[src/rtl/transport_send_if.sv]
// Upper-layer command bus and byte-serial packet output of the transport framer.
interface transport_send_if;
  logic [1:0]  cmd;
  logic [15:0] data;
  logic        sendData;
  logic        sending;
  logic [7:0]  packetOut;
  logic        busy;
  logic        ready_data_count;

  modport master (
    output cmd, data, sendData,
    input  sending, packetOut, busy, ready_data_count
  );

  modport slave (
    input  cmd, data, sendData,
    output sending, packetOut, busy, ready_data_count
  );
endinterface

[src/rtl/transport_send.sv]
// Transport transmit framer: buffers 16-bit words and emits header + MSB/LSB payload bytes.
// Control packets take priority over data; outputs are registered, header appears one cycle after the start decision.
module transport_send #(
  parameter int FIFO_DEPTH   = 16,
  parameter int PACKET_WORDS = 8
) (
  input  logic            clk,
  input  logic            reset,
  transport_send_if.slave bus
);
  localparam int AW = $clog2(FIFO_DEPTH);
  localparam logic [AW:0] FULL_CNT = (AW+1)'(FIFO_DEPTH);
  localparam logic [AW:0] PKT_CNT  = (AW+1)'(PACKET_WORDS);

  typedef enum logic [1:0] {IDLE, HEADER, MSB, LSB} state_t;

  state_t        state;
  logic [15:0]   mem [FIFO_DEPTH];
  logic [AW-1:0] wr_ptr;
  logic [AW-1:0] rd_ptr;
  logic [AW:0]   count;
  logic [AW:0]   count_next;
  logic          pending;
  logic [15:0]   ctrl_word;
  logic [15:0]   tx_word;
  logic          is_ctrl;
  logic [3:0]    words_left;
  logic          sending;
  logic [7:0]    packet_byte;
  logic          busy;
  logic          ready;

  logic          wr_en;
  logic          rd_en;
  logic          flush;
  logic          start_ctrl;
  logic          start_data;
  logic          emit_msb;
  logic [3:0]    data_len;

  always_comb begin
    flush      = (bus.cmd == 2'b11) && (state == IDLE);
    wr_en      = (bus.cmd == 2'b01) && (count != FULL_CNT);
    start_ctrl = (state == IDLE) && pending;
    // A flush in the same cycle wins over starting a data packet from the words it discards.
    start_data = (state == IDLE) && !pending && bus.sendData && (count != '0) && !flush;
    emit_msb   = (state == HEADER) || ((state == LSB) && (words_left != 4'd0));
    rd_en      = emit_msb && !is_ctrl;
    data_len   = (count >= PKT_CNT) ? 4'(PACKET_WORDS) : 4'(count);
    if (flush) begin
      count_next = '0;
    end else begin
      count_next = count + {{AW{1'b0}}, wr_en} - {{AW{1'b0}}, rd_en};
    end
  end

  always_ff @(posedge clk) begin
    if (wr_en) begin
      mem[wr_ptr] <= bus.data;
    end
  end

  always_ff @(posedge clk) begin
    if (reset) begin
      state       <= IDLE;
      sending     <= 1'b0;
      packet_byte <= 8'h00;
      busy        <= 1'b0;
      ready       <= 1'b0;
      wr_ptr      <= '0;
      rd_ptr      <= '0;
      count       <= '0;
      pending     <= 1'b0;
      ctrl_word   <= 16'h0000;
      tx_word     <= 16'h0000;
      is_ctrl     <= 1'b0;
      words_left  <= 4'd0;
    end else begin
      count <= count_next;
      ready <= (count_next >= PKT_CNT);

      if (wr_en) begin
        wr_ptr <= wr_ptr + AW'(1);
      end
      if (flush) begin
        rd_ptr <= wr_ptr;
      end else if (rd_en) begin
        rd_ptr <= rd_ptr + AW'(1);
      end

      // A new control request landing on the service cycle stays pending for the next packet.
      if (bus.cmd == 2'b10) begin
        pending   <= 1'b1;
        ctrl_word <= bus.data;
      end else if (start_ctrl) begin
        pending <= 1'b0;
      end

      case (state)
        IDLE: begin
          if (start_ctrl) begin
            state       <= HEADER;
            is_ctrl     <= 1'b1;
            words_left  <= 4'd1;
            tx_word     <= ctrl_word;
            sending     <= 1'b1;
            busy        <= 1'b1;
            packet_byte <= {2'b10, 2'b00, 4'd1};
          end else if (start_data) begin
            state       <= HEADER;
            is_ctrl     <= 1'b0;
            words_left  <= data_len;
            sending     <= 1'b1;
            busy        <= 1'b1;
            packet_byte <= {2'b01, 2'b00, data_len};
          end
        end
        HEADER, LSB: begin
          if (emit_msb) begin
            state      <= MSB;
            words_left <= words_left - 4'd1;
            if (is_ctrl) begin
              packet_byte <= tx_word[15:8];
            end else begin
              packet_byte <= mem[rd_ptr][15:8];
              tx_word     <= mem[rd_ptr];
            end
          end else begin
            state       <= IDLE;
            sending     <= 1'b0;
            busy        <= 1'b0;
            packet_byte <= 8'h00;
          end
        end
        MSB: begin
          state       <= LSB;
          packet_byte <= tx_word[7:0];
        end
        default: state <= IDLE;
      endcase
    end
  end

  assign bus.sending          = sending;
  assign bus.packetOut        = packet_byte;
  assign bus.busy             = busy;
  assign bus.ready_data_count = ready;
endmodule

[src/flat_wrapper.sv]
// flat-port wrapper written by rule: the top's interface ports become plain ports
module transport_send_flat 
#(
  parameter int FIFO_DEPTH   = 16,
  parameter int PACKET_WORDS = 8
)
  (clk, reset, bus_cmd, bus_data, bus_sendData, bus_sending, bus_packetOut, bus_busy, bus_ready_data_count);
  transport_send_if bus_i ();
  input  logic clk;
  input  logic reset;
  input wire logic [$bits(bus_i.cmd)-1:0] bus_cmd;
  input wire logic [$bits(bus_i.data)-1:0] bus_data;
  input wire logic [$bits(bus_i.sendData)-1:0] bus_sendData;
  output wire logic [$bits(bus_i.sending)-1:0] bus_sending;
  output wire logic [$bits(bus_i.packetOut)-1:0] bus_packetOut;
  output wire logic [$bits(bus_i.busy)-1:0] bus_busy;
  output wire logic [$bits(bus_i.ready_data_count)-1:0] bus_ready_data_count;
  assign bus_i.cmd = bus_cmd;
  assign bus_i.data = bus_data;
  assign bus_i.sendData = bus_sendData;
  assign bus_sending = bus_i.sending;
  assign bus_packetOut = bus_i.packetOut;
  assign bus_busy = bus_i.busy;
  assign bus_ready_data_count = bus_i.ready_data_count;
  transport_send #(.FIFO_DEPTH(FIFO_DEPTH), .PACKET_WORDS(PACKET_WORDS)) u_core (.clk(clk), .reset(reset), .bus(bus_i));
endmodule
[config.mk]
export PLATFORM = sky130hd
export DESIGN_NAME = transport_send_flat
export DESIGN_NICKNAME = d
export VERILOG_FILES = /design/src/rtl/transport_send_if.sv /design/src/rtl/transport_send.sv /design/src/flat_wrapper.sv
export SDC_FILE = /design/constraint.sdc
export NUM_CORES = 1
export LEC_CHECK = 0
export CORE_MARGIN = 3
export CORE_UTILIZATION = 55
export DETAILED_ROUTE_END_ITERATION = 8
export MAX_ROUTING_LAYER = met4
export PLACE_DENSITY = 0.75
export SLEW_MARGIN = 10
export SYNTH_ARGS = -nofsm -noshare
export SYNTH_HDL_FRONTEND = slang
export SYNTH_SLANG_ARGS = --single-unit
[constraint.sdc]
create_clock -name clk -period 2.84 [get_ports clk]
set_clock_uncertainty 0.05 [all_clocks]
set_input_delay 0.284 -clock clk [delete_from_list [all_inputs] [get_ports clk]]
set_output_delay 0.284 -clock clk [all_outputs]
set_load 0.01 [all_outputs]
==> results.yml <==
status:
  status: "finished, final reports clean"
min_path:
  hp-class: "input pin to flop"
  hold_end: "u_core.bus.packetOut[1]$_SDFFE_PP0N_"
  holdPathStages: 3
  hp-start: "reset"
clocking:
  clockBufferDepth: 3
  numCtsBuffers: 34
  cts_tree: "done"
  htreeDepth: 2
  clock_tree.root_cell: "clkbuf_16"
  numClockSinks: 323
  clock_latency_ns: 0.51
  clk_pin_slew_worst_paths_ns: 0.06
logic_synthesis:
  synthArstFlopShare_pct: 0
  syn_area_per_cell_um2: 15.6
  netlist_instances: 843
  ys_top_cells_by_area: "edfxtp_1 59%, dfxtp_1 10%, mux4_2 3.9%, mux4_1 3.6%, mux2_2 2.4%"
  seq_area_frac_synth_pct: 68.8
  ys_types: 68
  yosys_warnings: 0
  synth_fp_nets: 879
  synth_top_area_share_pct: 58.5
  ys.flop_type: "edfxtp_1"
  ys_seq_elements: 323
  synth_edf_count: 256
  synth.largest_area_cell: "edfxtp_1"
  synth_area_mm2: 0.0131
sta:
  maxSlewHeadroom_pct: 48.4
  final.period_utilization_pct: 96.6
  finalSetupViolCount: 0
  whs_ns: 0.240
  slew_viol_final: 0
  hold_viol_final: 0
  final.min_clock_period_ns: 2.74
  fin_setup_tns_ns: 0
  tightest_slew_ns: 0.772
  fmax_mhz: 364
worst_setup_path:
  arrival_ns: 3.08
  r2r_end: "u_core.bus.ready_data_count$_SDFF_PP0_"
  rr_startpoint: "u_core.words_left[1]$_SDFFE_PP0P_"
  r2r_slack_ns: 0.1
  reg2reg_depth: 15
  path_class: "flop to flop"
  critPathLaunchType: "flop"
  path_max_fanout: 3
  cp_slowest_cell: "or3_4"
  worstSetupEndpointType: "flop"
  critPathMaxStageDelay_ns: 0.39
  required_ns: 3.17
  cp_cell_sequence: "inv_2 -> ha_4 -> and4bb_1 -> or3_4 -> inv_4 -> ha_4 -> inv_4 -> ha_4 -> inv_2 -> fa_2 -> inv_1 -> a21oi_1 -> o21bai_1 -> xor2_1 -> a21oi_1"
  cp_common_cell: "ha_4"
routing:
  detail_route.wl_per_cell_um: 23.5
  drc: 0
  firstDrtPassIters: 5
  ant_nets: 0
  route.met3.wl_mm: 2.27
  viasPerCell: 6.20
  dr.first_iter.drc_count: 907
  dr.max_layer_used: "met4"
  vias: 7731
  wirelength_mm: 29.3
  routed-wl-met2_mm: 14.0
  drt-met1-wl_mm: 12.1
placed_design:
  numPortBuffers: 31
  dpl.hpwl_mm: 18.2
  gp_congestion: 0.882
  placed_cells: 1183
  place_area_mm2: 0.0140
grt:
  grt_pass1_vias: 7601
  grt_use_total_pct: 23.5
  grt_max_degree: 54
  antenna_found_initial: 0
  grt.overflow.total: 0
  grt_pass1_wl_mm: 44.7
power:
  power_leakage_nw: 5.02
  power.density_mw_per_mm2: 847
  vdd_drop_max_uv: 489
  p_total_mw: 12.7
  power_frac_seq_pct: 45.1
  power_switching_mw: 3.66
  switching_share_pct: 28.7
  clkPwrFrac_pct: 31.2
  intPower_mw: 9.07
  combinationalPowerShare_pct: 23.7
finish:
  syn_to_final_growth_pct: 14.5
  fin_cells: 1247
  layout.cells.most_common: "edfxtp_1"
  final_cell_mix: "256 x edfxtp_1, 63 x dfxtp_1, 55 x nand2_1, 46 x buf_4, 38 x a21oi_1"
  drive_above_1_share_pct: 19.1
  final_net_count: 946
  antenna_cells: 0
  final_cell_area_mm2: 0.0150
  nFillCells: 1596
die:
  io_pins: 32
  row_count: 55
  die_area_mm2: 0.0258
  core-area_mm2: 0.0231
  start_util_pct: 57.0
  dieHeight_um: 161
  die_width_um: 161
run:
  cap_violations: 0
worst max-delay path, delay by kind of cell, from the launching register on:
kind / cells / cell delay (ns)
AO/OA/AOI/OAI: 3 / 0.29
XOR/XNOR: 1 / 0.19
adder cells (fa/ha/maj): 4 / 0.87
AND/OR/NAND/NOR: 2 / 0.59
buffers and inverters: 5 / 0.28
flip-flops: 1 / 0.34
cell usage after synthesis (3+ instances only):
master / number
o21bai_1: 10
xor2_1: 6
mux4_1: 18
nand2b_1: 7
a2111oi_0: 8
dfxtp_1: 67
a211oi_1: 16
o22ai_1: 10
a31oi_1: 8
mux4_2: 23
a221oi_1: 9
buf_1: 8
edfxtp_1: 256
and3_1: 9
nand3_1: 6
mux2i_1: 22
or3_1: 3
clkbuf_1: 20
ha_1: 14
nand2_1: 55
buf_6: 5
buf_2: 12
inv_1: 21
nor2_1: 43
a21oi_1: 38
nor3_1: 22
a22o_1: 8
xnor2_1: 3
nand4_1: 4
o31ai_1: 3
a22oi_1: 6
nor2b_1: 14
o21ai_0: 20
mux2_2: 28
metal layers:
layer	track usage, %	up-vias
met5	-	-
met2	35.8	374
met1	32.5	3876
li1	-	3424
met4	8.24	0
met3	3.84	57
per-stage QoR:
stage,util [%],setup slack [ns]
after floorplan,-,0.0466
after global placement,60.6,0.106
after detailed placement,60.6,0.0669
after CTS,64.9,0.0468
after global routing,65.2,-0.0204
final,65.2,0.0960
cell families (layout without fill, tap and decap cells):
family	after synthesis	after routing	synth area share, %
and+or+nand+nor	180	180	6.74
buffers and inverters	72	163	2.78
DFF	323	323	68.8
adders and majority gates	15	15	1.49
muxes	91	91	11.6
AOI/OAI and AO/OA	153	153	8.01
xor gates and xnor gates	9	9	0.600
registers in the layout (all words and copies together) (netlist names), named ones only:
name                         cells
u_core.mem                     256
u_core.ctrl_word                16
u_core.tx_word                  16
u_core.bus.packetOut             8
u_core.count                     5
u_core.rd_ptr                    4
u_core.words_left                4
u_core.wr_ptr                    4
u_core.bus.ready_data_count      1
u_core.bus.sending               1
u_core.is_ctrl                   1
u_core.pending                   1
u_core.state                     1
worst max-delay path by stage:
stage,from,depth (start not counted),endpoint
4_1_cts,u_core.words_left[1]$_SDFFE_PP0P_,15,u_core.bus.ready_data_count$_SDFF_PP0_
3_3_place_gp,u_core.words_left[1]$_SDFFE_PP0P_,15,u_core.bus.ready_data_count$_SDFF_PP0_
3_5_place_dp,u_core.words_left[1]$_SDFFE_PP0P_,15,u_core.bus.ready_data_count$_SDFF_PP0_
5_1_grt,u_core.words_left[1]$_SDFFE_PP0P_,15,u_core.bus.ready_data_count$_SDFF_PP0_
6_report,u_core.words_left[1]$_SDFFE_PP0P_,15,u_core.bus.ready_data_count$_SDFF_PP0_
2_1_floorplan,u_core.words_left[0]$_SDFFE_PP0P_,15,u_core.bus.ready_data_count$_SDFF_PP0_
power groups by stage:
stage	logic (mW)	clock network, mW	registers [mW]
finish	3.02	3.97	5.75
global route	3.31	4.21	5.79
CTS	2.90	4.03	5.74
detailed placement	2.87	0	5.84
global placement	2.81	0	5.83
floorplan	2.19	0	5.65
area by class of cell:
cell class | count | area (µm²) | area share, %
Timing Repair Buffer | 80 | 711 | 4.73
Clock inverter | 16 | 77.6 | 0.516
Tap cell | 313 | 392 | 2.60
Clock buffer | 44 | 910 | 6.05
Inverter | 23 | 91.3 | 0.607
Multi-Input combinational cell | 448 | 3820 | 25.4
Sequential cell | 323 | 9040 | 60.1
timing repair:
| action | CTS | global route |
|---|---|---|
| hold buffers | 0 | 0 |
| buffers inserted | 0 | 4 |
| endpoints found under the hold margin | 0 | 0 |
| gates resized for setup | 0 | 12 |
| setup endpoints to repair | 0 | 2 |
No activity file was read; power rests on OpenSTA's default activity.
